--- src/rtl/pov_pkg.sv ---
// Shared POV link constants, transmitter state encoding and a counter-width helper.
// The receiver-side bit/character counters reload from these same constants.
package pov_pkg;
    localparam int CHAR_W_DEF  = 8;
    localparam int STR_LEN_DEF = 12;
    localparam int GAP_DEF     = 1;

    typedef enum logic [1:0] {
        ST_FILL,
        ST_ARMED,
        ST_SEND,
        ST_GAP
    } tx_state_t;

    // Width of a counter spanning 0..range-1, never narrower than one bit.
    function automatic int cnt_w(input int range);
        return (range > 1) ? $clog2(range) : 1;
    endfunction
endpackage

--- src/rtl/string_tx_if.sv ---
// Byte-load port, start/status handshake and serial framing outputs of string_tx.
// The master side drives characters and start; the slave side is the framer.
interface string_tx_if #(
    parameter int CHAR_W = 8
) ();
    logic [CHAR_W-1:0] char_in;
    logic              char_we;
    logic              char_ready;
    logic              start;
    logic              busy;
    logic              done;
    logic              TxData;
    logic              WriteChar;
    logic              WriteString;

    modport master (
        output char_in, char_we, start,
        input  char_ready, busy, done, TxData, WriteChar, WriteString
    );

    modport slave (
        input  char_in, char_we, start,
        output char_ready, busy, done, TxData, WriteChar, WriteString
    );
endinterface

--- src/rtl/string_tx_char_shifter.sv ---
// Parallel-load shift register presenting its MSB; zeros fill from the LSB side,
// so the output idles low once a full character has been shifted out.
module char_shifter #(
    parameter int W = 8
) (
    input  logic         clk_2,
    input  logic         reset,
    input  logic         load,
    input  logic         shift,
    input  logic [W-1:0] dat,
    output logic         msb
);
    logic [W-1:0] sr;

    always_ff @(posedge clk_2) begin
        if (reset)
            sr <= '0;
        else if (load)
            sr <= dat;
        else if (shift)
            sr <= {sr[W-2:0], 1'b0};
    end

    assign msb = sr[W-1];
endmodule

--- src/rtl/string_tx.sv ---
// POV string framer: buffers STR_LEN characters, then sends them MSB-first with WriteChar/WriteString
// strobes; first bit one cycle after start, no backpressure once sending (writes refused outside FILL).
module string_tx
    import pov_pkg::*;
#(
    parameter int CHAR_W  = CHAR_W_DEF,
    parameter int STR_LEN = STR_LEN_DEF,
    parameter int GAP     = GAP_DEF
) (
    input  logic        clk_2,
    input  logic        reset,
    string_tx_if.slave  bus
);
    localparam int PW = cnt_w(STR_LEN);
    localparam int BW = cnt_w(CHAR_W);
    localparam int GW = cnt_w(GAP);
    localparam logic [PW-1:0] LAST    = PW'(STR_LEN - 1);
    localparam logic [BW-1:0] BIT_TOP = BW'(CHAR_W - 1);
    localparam logic [GW-1:0] GAP_TOP = GW'(GAP - 1);

    tx_state_t         state;
    logic [CHAR_W-1:0] mem [STR_LEN];
    logic [PW-1:0]     wr_ptr;
    logic [PW-1:0]     chr_idx;
    logic [BW-1:0]     bit_idx;
    logic [GW-1:0]     gap_cnt;
    logic              char_ready, busy, done, write_char, write_string;
    logic              start_go, next_chr, tx_bit;
    logic [PW-1:0]     ld_idx;

    assign start_go = (state == ST_ARMED) && bus.start;
    assign next_chr = (state == ST_GAP) && (gap_cnt == '0) && (chr_idx != LAST);
    assign ld_idx   = start_go ? '0 : chr_idx + PW'(1);

    // Buffer is deliberately left out of reset; only FILL may change it.
    always_ff @(posedge clk_2) begin
        if (!reset && state == ST_FILL && bus.char_we)
            mem[wr_ptr] <= bus.char_in;
    end

    always_ff @(posedge clk_2) begin
        if (reset) begin
            state        <= ST_FILL;
            wr_ptr       <= '0;
            chr_idx      <= '0;
            bit_idx      <= BIT_TOP;
            gap_cnt      <= '0;
            char_ready   <= 1'b1;
            busy         <= 1'b0;
            done         <= 1'b0;
            write_char   <= 1'b0;
            write_string <= 1'b0;
        end else begin
            done         <= 1'b0;
            write_string <= 1'b0;
            case (state)
                ST_FILL: begin
                    if (bus.char_we) begin
                        if (wr_ptr == LAST) begin
                            state      <= ST_ARMED;
                            wr_ptr     <= '0;
                            char_ready <= 1'b0;
                        end else begin
                            wr_ptr <= wr_ptr + PW'(1);
                        end
                    end
                end
                ST_ARMED: begin
                    if (bus.start) begin
                        state      <= ST_SEND;
                        chr_idx    <= '0;
                        bit_idx    <= BIT_TOP;
                        busy       <= 1'b1;
                        write_char <= 1'b1;
                    end
                end
                ST_SEND: begin
                    if (bit_idx == '0) begin
                        state        <= ST_GAP;
                        gap_cnt      <= GAP_TOP;
                        write_char   <= 1'b0;
                        write_string <= 1'b1;
                    end else begin
                        bit_idx <= bit_idx - BW'(1);
                    end
                end
                ST_GAP: begin
                    if (gap_cnt != '0) begin
                        gap_cnt <= gap_cnt - GW'(1);
                    end else if (chr_idx == LAST) begin
                        state      <= ST_FILL;
                        done       <= 1'b1;
                        busy       <= 1'b0;
                        char_ready <= 1'b1;
                    end else begin
                        state      <= ST_SEND;
                        chr_idx    <= chr_idx + PW'(1);
                        bit_idx    <= BIT_TOP;
                        write_char <= 1'b1;
                    end
                end
                default: state <= ST_FILL;
            endcase
        end
    end

    char_shifter #(.W(CHAR_W)) u_shifter (
        .clk_2 (clk_2),
        .reset (reset),
        .load  (start_go || next_chr),
        .shift (state == ST_SEND),
        .dat   (mem[ld_idx]),
        .msb   (tx_bit)
    );

    assign bus.char_ready  = char_ready;
    assign bus.busy        = busy;
    assign bus.done        = done;
    assign bus.TxData      = tx_bit;
    assign bus.WriteChar   = write_char;
    assign bus.WriteString = write_string;
endmodule

--- src/flat_wrapper.sv ---
// flat-port wrapper written by rule: the top's interface ports become plain ports
module string_tx_flat import pov_pkg::*;
#(
    parameter int CHAR_W  = CHAR_W_DEF,
    parameter int STR_LEN = STR_LEN_DEF,
    parameter int GAP     = GAP_DEF
)
  (clk_2, reset, bus_char_in, bus_char_we, bus_start, bus_char_ready, bus_busy, bus_done, bus_TxData, bus_WriteChar, bus_WriteString);
  string_tx_if #(.CHAR_W(CHAR_W)) bus_i ();
  input  logic clk_2;
  input  logic reset;
  input wire logic [$bits(bus_i.char_in)-1:0] bus_char_in;
  input wire logic [$bits(bus_i.char_we)-1:0] bus_char_we;
  input wire logic [$bits(bus_i.start)-1:0] bus_start;
  output wire logic [$bits(bus_i.char_ready)-1:0] bus_char_ready;
  output wire logic [$bits(bus_i.busy)-1:0] bus_busy;
  output wire logic [$bits(bus_i.done)-1:0] bus_done;
  output wire logic [$bits(bus_i.TxData)-1:0] bus_TxData;
  output wire logic [$bits(bus_i.WriteChar)-1:0] bus_WriteChar;
  output wire logic [$bits(bus_i.WriteString)-1:0] bus_WriteString;
  assign bus_i.char_in = bus_char_in;
  assign bus_i.char_we = bus_char_we;
  assign bus_i.start = bus_start;
  assign bus_char_ready = bus_i.char_ready;
  assign bus_busy = bus_i.busy;
  assign bus_done = bus_i.done;
  assign bus_TxData = bus_i.TxData;
  assign bus_WriteChar = bus_i.WriteChar;
  assign bus_WriteString = bus_i.WriteString;
  string_tx #(.CHAR_W(CHAR_W), .STR_LEN(STR_LEN), .GAP(GAP)) u_core (.clk_2(clk_2), .reset(reset), .bus(bus_i));
endmodule
--- config.mk ---
export PLATFORM = sky130hd
export DESIGN_NAME = string_tx_flat
export DESIGN_NICKNAME = d
export VERILOG_FILES = /design/src/rtl/pov_pkg.sv /design/src/rtl/string_tx_if.sv /design/src/rtl/string_tx_char_shifter.sv /design/src/rtl/string_tx.sv /design/src/flat_wrapper.sv
export SDC_FILE = /design/constraint.sdc
export NUM_CORES = 1
export LEC_CHECK = 0
export BUFFER_PORTS_ARGS = -buffer_cell sky130_fd_sc_hd__buf_2
export CAP_MARGIN = 0
export CORE_ASPECT_RATIO = 0.6
export CORE_UTILIZATION = 35
export CTS_CLUSTER_SIZE = 16
export DETAILED_ROUTE_END_ITERATION = 10
export PLACE_DENSITY = 0.54
export SETUP_SLACK_MARGIN = 0.2
export SYNTH_ARGS = -nofsm -noshare
export SYNTH_HDL_FRONTEND = slang
export SYNTH_SLANG_ARGS = --single-unit
export TNS_END_PERCENT = 100
--- constraint.sdc ---
create_clock -name clk_2 -period 2.3 [get_ports clk_2]
set_clock_uncertainty 0.15 [all_clocks]
set_input_delay 0.23 -clock clk_2 [delete_from_list [all_inputs] [get_ports clk_2]]
set_output_delay 0.23 -clock clk_2 [all_outputs]
set_load 0.02 [all_outputs]
; ---- After elaboration in Yosys (flattened, before gate mapping)
; Memory sizes are Yosys's and may differ from the RTL's.
; Cells that the tools add are included.
[word_totals]
regBits = 27
mem_bits_rw = 96
in_bits = 12
out_inout_bits = 6
elab_cells = 96
mem_count = 1
[mem_list]
columns = memory, words, word_bits, read_ports, rd_ports_with_merged_regs, write_ports, line_no
row1 = u_core.mem, 12, 8, 1, 0, 1, string_tx.sv:22  ; logic [CHAR_W-1:0] mem [STR_LEN];
[classes]
n_addsub = 4
eq_ne = 14
muxes = 39
n_bitwise = 3
reduce_logical = 24
[ops]
columns = operator, n
row1 = 4-bit two-way mux, 5
row2 = 5-bit AND reduction, 4
row3 = 8-bit two-way mux, 2
row4 = 1-bit two-way mux, 15
row5 = "2-bit != test, second input constant", 7
row6 = 2-bit two-way mux, 6
row7 = 3-bit two-way mux, 4
row8 = 3-bit one-hot mux with 3 select lines, 1
row9 = "4-bit by 1-bit adder with 4-bit output, second input constant", 2
row10 = "4-bit equality test, second input constant", 2
row11 = 2-bit one-hot mux with 4 select lines, 1
row12 = 4-bit one-hot mux with 2 select lines, 1
row13 = 4-bit AND reduction, 2
row14 = 2-bit nonzero test, 4
row15 = 1-bit one-hot mux with 2 select lines, 3
row16 = 1-bit logical AND, 5
row17 = "2-bit equality test, second input constant", 2
row18 = "4-bit != test, second input constant", 1
row19 = 2-bit AND reduction, 2
row20 = 3-bit logical NOT, 1
row21 = 1-bit inverter, 3
row22 = 1-bit one-hot mux with 3 select lines, 1
row23 = 3-bit nonzero test, 1
row24 = 3-bit OR reduction, 1
row25 = other kinds (8), 8

; ---- Longest topological paths before layout
; Gate-level depths: netlist of run 1.
[depth]
word_depth = 5
ltp_mapped = 8
depth_no_buf = 6

; ---- Hierarchy
; Synthesis of run 1 repeated with hierarchy kept, for this count alone.
[hier_totals]
cells_unflattened = 386
area_unflattened_um2 = 5245.0
[by_module_without_submodules]
columns = module, instances, cells_per_inst, area_per_inst_um2, seq_area_each_um2
row1 = string_tx, 1, 351, 4875.9, 3243.1
row2 = char_shifter, 1, 35, 369.1, 160.2

; ---- Least setup slack after synthesis of run 1
; OpenSTA, ideal clock, no wires.
[synth_path]
path_kind = flip-flop to flip-flop
from = reg u_core.state[0]
to = mem u_core.mem[1][0] (enable)
setup_ns = 0.370
arrival_time_ns = 1.479
t_required_ns = 1.780
path_slack_ns = 0.300
path_stages_with_launch = 6
path_buffers = 1
period_less_slack_ns = 2.000
path_cell_list = dfxtp_1 buf_6 inv_1 nand3_1 or3_1 nor2_1
[synth_via]
elab_chain_len = 5
[synth_lines]
columns = element, line_no
row1 = "start, declared", string_tx.sv:21  ; tx_state_t state;
row2 = "start signal, assigned", string_tx.sv:43  ; state <= ST_FILL;
row3 = "start signal, assigned", string_tx.sv:60  ; state <= ST_ARMED;
row4 = "start signal, assigned", string_tx.sv:70  ; state <= ST_SEND;
row5 = 2-bit logical NOT, string_tx.sv:37  ; if (!reset && state == ST_FILL && bus.char_we)
row6 = 1-bit logical AND (2 in a row), string_tx.sv:37
row7 = 1-bit two-way mux, string_tx.sv:37
row8 = 1-bit two-way mux (not written as such), string_tx.sv:38  ; mem[wr_ptr] <= bus.char_in;
row9 = "end, declared", string_tx.sv:22
; Every way passes these cells.

; ---- Final worst setup path of run 1
[layout_path]
from = reg u_core.chr_idx[0]
to = reg u_core.u_shifter.sr[2]
[layout_via]
elab_chain_len = 4
elab_cells_between_ends = 8
classes_between = add/sub (1) / eq/ne (1) / mux (2) / reduce/logical (3) / memory (1)
[layout_lines]
columns = element, line_no
row1 = "start, declared", string_tx.sv:24  ; logic [PW-1:0] chr_idx;
row2 = "start signal, assigned", string_tx.sv:97  ; chr_idx <= chr_idx + PW'(1);
row3 = 4-bit by 1-bit adder with 4-bit output or 4-bit != test (tied branches), "string_tx.sv:33, string_tx.sv:32"
row4 = 4-bit two-way mux or 1-bit logical AND (tied branches), "string_tx.sv:33, string_tx.sv:32"
row5 = memory 12 x 8 bit or 1-bit logical OR (tied branches), -
row6 = 8-bit two-way mux or 2-bit nonzero test (tied branches), -
row7 = "end signal, assigned", string_tx_char_shifter.sv:19  ; sr <= dat;
row8 = "end signal, assigned", string_tx_char_shifter.sv:21  ; sr <= {sr[W-2:0], 1'b0};
row9 = "end, declared", string_tx_char_shifter.sv:13  ; logic [W-1:0] sr;
; Parallel ways exist; a longest one is shown, timed or not.
; A chain may end at the register's enable or synchronous reset.

==> run summary, run 1 <==
Async set-reset flop share out of synthesis: 0
Synth area leader: edfxtp_1
Max incr delay on CP: 390 ps
Maximum fanout along the worst path: 4
Die width: 160 um
Sw Share: 0.195
Slowest CP cell: ha_2
Vias in the first global route: 3,222
GRT Total Usage: 0.175
Sequential-to-total area share from yosys stat: 0.650
Int Power: 4.21 mW
Worst reg2reg setup slack: 170 ps
Reg2Reg Depth: 6
Clock sink count: 122
# DRC: 0
Synth top area share: 0.551
Max-slew violations: 0
Max transition margin: 0.721
Root buf cell: clkbuf_16
First-pass DRT Iterations: 4
RSZ-0062 raised after global routing: yes
Syn_nets: 422
Mapped cell area: 5240 um^2
Via count: 3,445
Final Util: 0.435
Synth top area cells: edfxtp_1, dfxtp_1, mux2i_1
Core area: 14,500 um^2
Final Critical Period: 2130 ps
Final antenna-violating net count: 0
Largest net degree at the start of global routing: 29
Gpl congestion: 0.839
WP buf/inv: 0
Status: completed
Switching pwr: 1.02 mW
Fin crit share: 0.926
Placed cells: 625
Die area: 15,500 um^2
Yosys reg bits: 122
H-tree depth: 4
CTS tree: yes
Final nets: 465
Final non-filler cell total: 657
Grt ovf: 0
Num CTS Buffers: 17
# Max-Cap Violations: 0
Worst reg2reg path startpoint: u_core.chr_idx[0]
Clock transition at path regs: 60 ps
CP Launch Point: u_core.chr_idx[0]
1st-iter DRT viols: 546
Crit. path cell count: 6
Die height: 96.7 um
Initial Utilization: 0.360
Vias per std cell: 5.24
Top delay family on crit path: compound AO/OA/AOI/OAI gates
Slew @ Worst Pin: 407 ps
Cell chain of the critical path: ha_2, mux2_2, o22a_1, o32ai_1, a2111oi_2, a311o_1
Crit. End Element: flop
Type of origin of the critical path: flop
Synth unique cells: 51
Hold crit path type: input port to flop
Clock latency on the worst-skew pair: 410 ps
CTS Buffer Depth: 2
Row count: 34
Synthesized instance count: 403
Input/output buffers: 17
RR Endpoint: u_core.u_shifter.sr[2]
Max Clk Rate: 0.470 GHz
PD cells: 827 nW/um^2
I/O pins: 18
Total Power: 5.23 mW
# diodes: 0
Routed wire length: 12.8 mm
Setup crit end: u_core.u_shifter.sr[2]
CP arrival: 2270 ps
Synth warn: 0
Number of synthesized flops with an enable pin: 96
Initial antenna violation count: 1
Worst endpoint required time: 2450 ps
Clock network power share: 0.522
Post-CTS Setup Inserts: 0
HPWL Detailed: 8.75 mm
Final hold slack: 52.8 ps
CP Class: flop to flop
Top FF cell, synth: edfxtp_1
Final setup viols: 0
Comb pwr share: 0.019
WL per Instance: 19.4 um
Layout area overhead: 20.8%
Final Hold Fails: 0
Maximum VDD drop: 0.447 mV
Seq pwr share: 0.459
Global-route wire length before repair: 19.5 mm
Mean cell area of the mapped netlist: 13.0 um^2
Layout cell share with drive strength beyond 1: 0.207
P_leak: 2.12 nW
==> power by group through the flow <==
stage	clock (mW)	sequential, mW	combinational, mW
after floorplan	0	2.44	0.0376
after global placement	0	2.44	0.0978
after detailed placement	0	2.45	0.101
after CTS	2.78	2.40	0.101
after global routing	2.87	2.40	0.110
final	2.73	2.40	0.101
==> layout by cell type (no fill, tap or decap), drive strengths merged, types with 11 or more instances in the layout <==
master   n
o21ai   22
a21oi   27
nor2b   11
edfxtp  96
buf     48
nor2    32
nand2   37
nand2b  11
dfxtp   26
mux2i   18
clkbuf  17
==> Yosys cell counts (all sizes together) (2+ instances only) <==
cell and number:
edfxtp 96, nand2 37, nor2 32, a21oi 27, dfxtp 26, o21ai 22, buf 20, mux2i 18
nand2b 11, nor2b 11, a211oi 8, inv 8, ha 7, nor3 7, a221o 6, a31oi 6
mux4 6, o31a 6, or3 6, clkbuf 4, nand3b 4, and2 3, nand3 3, a21o 2
a221oi 2, and3 2, and3b 2, o211ai 2, o21a 2, xor2 2
==> area by class of cell <==
class / count / area [um^2]
clock buffers: 17 / 425
clock inverters: 15 / 181
fillers: 1359 / 8220
inverters: 8 / 30.0
multi-input cells: 249 / 1680
flip-flops and latches: 122 / 3400
well taps: 198 / 248
repair buffers: 48 / 355
==> worst min-delay path by stage <==
stage                                 start  depth (start not counted)  slack (ps)                end
after CTS                    bus_char_in[6]                          1          40  u_core.mem[10][6]
final                        bus_char_in[2]                          1          50  u_core.mem[10][2]
after detailed placement    u_core.bus.busy                          2         320    u_core.bus.busy
after global routing         bus_char_in[5]                          1          50  u_core.mem[11][5]
after global placement    u_core.bit_idx[2]                          2         320  u_core.bit_idx[2]
after floorplan              bus_char_in[0]                          0         180   u_core.mem[0][0]
==> per-stage QoR <==
step | setup slack, ps | area (um^2) | setup TNS [ps]
detailed placement | -3.78 | 5670 | -3.78
floorplan | 300 | 5240 | 0
CTS | 198 | 6290 | 0
finish | 171 | 6330 | 0
global placement | 93.5 | 5670 | 0
global route | 125 | 6330 | 0
==> sequential cells by signal (all words and copies together) (netlist names) <==
signal and count:
u_core.bus.char_ready 1, u_core.u_shifter.sr 8, u_core.state 2, u_core.wr_ptr 4, u_core.bus.done 1, u_core.bus.WriteString 1
u_core.chr_idx 4, u_core.mem 96, u_core.bus.busy 1, u_core.bus.WriteChar 1, u_core.bit_idx 3
==> kinds of logic (layout without fill, tap and decap cells) <==
family	Yosys count	after routing	share of synthesized area
muxes	25	25	0.0624
DFF	122	122	0.650
AOI/OAI and AO/OA	92	92	0.114
xor gates and xnor gates	3	3	0.00502
and+or+nand+nor	122	122	0.115
adders and majority gates	7	7	0.0167
buffers and inverters	32	88	0.0378
==> repair_timing <==
item                                    4_1_cts  5_1_grt
pin swaps                                     0        1
gates resized for setup                       3        7
endpoints found under the setup margin        2        8
hold buffers                                  0        0
==> metal layers <==
metal / global-route usage / vias to the layer above / share of wire
li1: - / 1602 / -
met1: 0.286 / 1712 / 0.54
met2: 0.207 / 123 / 0.37
met3: 0.0587 / 8 / 0.081
met4: 0.0527 / 0 / 0.0065
met5: 0 / - / 0
Power figures use the tool's default switching activity.
==> run 2: changes to the inputs <==
--- a/config.mk
+++ b/config.mk
@@ -11,7 +11,7 @@
 export CORE_UTILIZATION = 35
 export CTS_CLUSTER_SIZE = 16
 export DETAILED_ROUTE_END_ITERATION = 10
-export PLACE_DENSITY = 0.54
+export PLACE_DENSITY = 0.5
 export SETUP_SLACK_MARGIN = 0.2
 export SYNTH_ARGS = -nofsm -noshare
 export SYNTH_HDL_FRONTEND = slang
==> run summary, run 2 (synthesized netlist as in run 1, its figures left out) <==
CTS tree: yes
CP Class: flop to flop
Clock sink count: 122
Biggest regs: u_core.mem x96, u_core.u_shifter.sr x8
Routed wire length: 12.7 mm
Global-route wire length before repair: 19.8 mm
P_leak: 2.07 nW
1st-iter DRT viols: 286
Sw Share: 0.228
Gpl congestion: 0.758
Number of flip-flops in the largest register: 96
Initial antenna violation count: 0
Worst reg2reg setup slack: 240 ps
Max transition margin: 0.727
Seq pwr share: 0.486
Setup_tns: 0 ps
Core area: 14,500 um^2
Root buf cell: clkbuf_16
Hold crit path type: input port to flop
RSZ-0062 raised after global routing: yes
Fin crit share: 0.894
Layout area overhead: 18.9%
Final non-filler cell total: 655
# Max-Cap Violations: 0
Most frequent cells in the layout: edfxtp_1, nand2_1, nor2_1
Type of origin of the critical path: flop
GRT Total Usage: 0.175
Grt ovf: 0
Switching pwr: 1.13 mW
# DRC: 0
HPWL Detailed: 8.46 mm
Max Clk Rate: 0.486 GHz
Int Power: 3.81 mW
Clock network power share: 0.495
Layout cell share with drive strength beyond 1: 0.206
CP Launch Point: u_core.chr_idx[0]
Placed cells: 623
Via count: 3,367
Maximum fanout along the worst path: 3
Slew @ Worst Pin: 398 ps
Largest net degree at the start of global routing: 26
Placement Cell Area: 5650 um^2
Die height: 96.7 um
Row count: 34
PD cells: 794 nW/um^2
Post-route cell area: 6220 um^2
Vias per std cell: 5.14
# diodes: 0
First-pass DRT Iterations: 5
CTS Buffer Depth: 2
RR Endpoint: u_core.u_shifter.sr[2]
Final setup viols: 0
CTS Hold Buffers Added: 0
Clock transition at path regs: 60 ps
WL per Instance: 19.4 um
Initial Utilization: 0.360
Worst reg2reg path startpoint: u_core.chr_idx[0]
CP arrival: 2200 ps
Comb pwr share: 0.020
Final nets: 463
H-tree depth: 4
Num CTS Buffers: 17
Die width: 160 um
I/O pins: 18
Status: completed
Vias in the first global route: 3,244
Maximum VDD drop: 0.376 mV
Total Power: 4.94 mW
Input/output buffers: 17
Crit. End Element: flop
Setup crit end: u_core.u_shifter.sr[2]
Clock latency on the worst-skew pair: 410 ps
Final antenna-violating net count: 0
Final Hold Fails: 0
Biggest register: u_core.mem
Final Critical Period: 2060 ps
Reg2Reg Depth: 6
Worst endpoint required time: 2440 ps
Die area: 15,500 um^2
Most common cell after layout, fill and taps aside: edfxtp_1
Max-slew violations: 0
[run 2: how the worst min path moves through the flow]
stage	depth (start not counted)	to	slack (ps)	startpoint
floorplan	0	u_core.mem[0][0]	180	bus_char_in[0]
global placement	2	u_core.bit_idx[1]	310	u_core.bit_idx[1]
detailed placement	2	u_core.bit_idx[2]	320	u_core.bit_idx[2]
CTS	1	u_core.mem[11][3]	30	bus_char_in[3]
global route	1	u_core.mem[11][3]	40	bus_char_in[3]
finish	1	u_core.mem[11][1]	40	bus_char_in[1]
[run 2: power by group through the flow]
stage	clock (mW)	combinational (mW)	sequential, mW
3_3_place_gp	0	0.0960	2.45
5_1_grt	2.58	0.108	2.40
2_1_floorplan	0	0.0376	2.44
6_report	2.44	0.0965	2.40
4_1_cts	2.48	0.0981	2.40
3_5_place_dp	0	0.0980	2.45
[run 2: final cells by class]
class                           count  area (um^2)
Tap cell                          198          248
Fill cell                        1373         8330
Clock buffer                       17          425
Clock inverter                     15          119
Sequential cell                   122         3400
Multi-Input combinational cell    249         1670
Inverter                            8         30.0
Timing Repair Buffer               46          332
[run 2: repair_timing]
item,in CTS,in global routing
setup buffers,0,0
resized for setup,3,5
endpoints found under the setup margin,6,5
pin swaps,0,1
[run 2: worst max-delay path: stages (launching register included)]
cell and delay [ps]:
dfxtp_2 340, ha_1 360, mux2_2 350, o22a_1 190
o32ai_1 160, a2111oi_2 110, a311o_1 280
[run 2: stage by stage]
step           utilization  hold WS (ps)  setup slack, ps
6_report             0.428          40.5              243
5_1_grt              0.428          38.2              185
4_1_cts              0.426          34.7              273
3_5_place_dp         0.388           324              104
3_3_place_gp         0.388           315             40.3
2_1_floorplan            -           179              300
[run 2: metal layers]
metal | wire length [um] | GRT usage
met5 | 0 | 0
met4 | 125 | 0.0527
met3 | 588 | 0.0476
met2 | 4960 | 0.226
met1 | 7010 | 0.278
==> run 3: changes to the inputs <==
--- a/config.mk
+++ b/config.mk
@@ -11,7 +11,7 @@
 export CORE_UTILIZATION = 35
 export CTS_CLUSTER_SIZE = 16
 export DETAILED_ROUTE_END_ITERATION = 10
-export PLACE_DENSITY = 0.5
+export PLACE_DENSITY = 0.61
 export SETUP_SLACK_MARGIN = 0.2
 export SYNTH_ARGS = -nofsm -noshare
 export SYNTH_HDL_FRONTEND = slang
==> run summary, run 3 (synthesized netlist as in run 1, its figures left out) <==
Status: completed
# DRC: 0
Fin crit share: 0.908
# diodes: 0
Layout cell share with drive strength beyond 1: 0.198
Max incr delay on CP: 320 ps
Clock transition at path regs: 50 ps
Gpl congestion: 0.837
Reg2Reg Depth: 6
Total Power: 4.92 mW
Num CTS Buffers: 17
Post-CTS Setup Inserts: 0
Post-Place Setup Slack: 172 ps
WL per Instance: 18.5 um
Root buf cell: clkbuf_16
Via count: 3,439
Layout area overhead: 18.4%
Number of flip-flops in the largest register: 96
Maximum VDD drop: 0.514 mV
P_leak: 2.05 nW
Final Critical Period: 2090 ps
Largest net degree at the start of global routing: 33
Setup ws final: 210 ps
Die height: 96.7 um
Core area: 14,500 um^2
Biggest regs: u_core.mem x96, u_core.u_shifter.sr x8
First-pass DRT Iterations: 5
CTS tree: yes
Vias per std cell: 5.27
Final nets: 461
CP arrival: 2060 ps
Final Hold Fails: 0
Final non-filler cell total: 653
GRT Total Usage: 0.166
Hold Path Stages: 2
Final hold slack: 35.0 ps
Final antenna-violating net count: 0
Worst reg2reg setup slack: 210 ps
Crit. path cell count: 6
H-tree depth: 4
CP Class: flop to flop
# Max-Cap Violations: 0
Initial Utilization: 0.360
Initial antenna violation count: 0
Slew @ Worst Pin: 413 ps
CTS Hold Buffers Added: 0
Worst endpoint required time: 2270 ps
Crit. End Element: flop
1st-iter DRT viols: 364
Die area: 15,500 um^2
Final setup viols: 0
Global-route wire length before repair: 18.8 mm
Vias in the first global route: 3,230
Input/output buffers: 17
Placed cells: 621
Biggest register: u_core.mem
Setup_tns: 0 ps
Maximum fanout along the worst path: 8
Row count: 34
Most common cell after layout, fill and taps aside: edfxtp_1
Die width: 160 um
Routed wire length: 12.1 mm
Most common cell on crit path: buf_4
Most frequent cells in the layout: edfxtp_1, nand2_1, nor2_1
Max transition margin: 0.717
RSZ-0062 raised after global routing: yes
HPWL Detailed: 8.41 mm
Hold crit path type: input port to flop
Max Clk Rate: 0.479 GHz
Slowest CP cell: nor2_2
Max-slew violations: 0
Clock latency on the worst-skew pair: 400 ps
CTS Buffer Depth: 2
Top delay family on crit path: simple AND/OR/NAND/NOR gates
Cell chain of the critical path: buf_4, nand2b_1, nor2_1, nand3b_1, nor2_2, buf_4
Type of origin of the critical path: flop
Clock sink count: 122
Grt ovf: 0
PD cells: 793 nW/um^2
I/O pins: 18
WP buf/inv: 2
[run 3: changes by cell type in the layout (fill, tap and decap cells not counted), sizes merged]
cell	change
inv	-4
buf	-2
clkbuf	+3
bufinv	+1
[run 3: layer usage]
metal	part of all wire	up-vias	wire, um	global-route usage
met4	0.015	0	184	0.0623
met2	0.40	142	4810	0.214
met3	0.065	19	788	0.0386
met1	0.52	1686	6270	0.263
met5	0	-	0	0
li1	-	1592	-	-
[run 3: area by class of cell]
cell class	instances	area [um^2]
clock inverters	12	104
multi-input cells	249	1670
flip-flops and latches	122	3400
fillers	1337	8350
well taps	198	248
inverters	8	30.0
repair buffers	44	313
clock buffers	20	437
[run 3: report_power, final]
group | internal [mW] | total, mW | switching, mW
registers | 2.39 | 2.40 | 0.00619
logic | 0.0271 | 0.0944 | 0.0673
clock network | 1.48 | 2.42 | 0.944
[run 3: through the flow]
stage | instance area (um^2) | utilization
2_1_floorplan | 5240 | -
5_1_grt | 6200 | 0.426
3_3_place_gp | 5630 | 0.387
6_report | 6200 | 0.426
3_5_place_dp | 5630 | 0.387
4_1_cts | 6180 | 0.425
[run 3: worst paths after layout]
kind / to / startpoint
max: u_core.mem[10][1] / u_core.state[0]
min: u_core.chr_idx[3] / reset
max reg2reg: u_core.mem[10][1] / u_core.state[0]
min reg2reg: u_core.bus.char_ready / u_core.bus.char_ready
[run 3: timing repair]
action / CTS / global route
resized for setup: 3 / 5
endpoints found under the setup margin: 13 / 20
endpoints found under the hold margin: 0 / 0
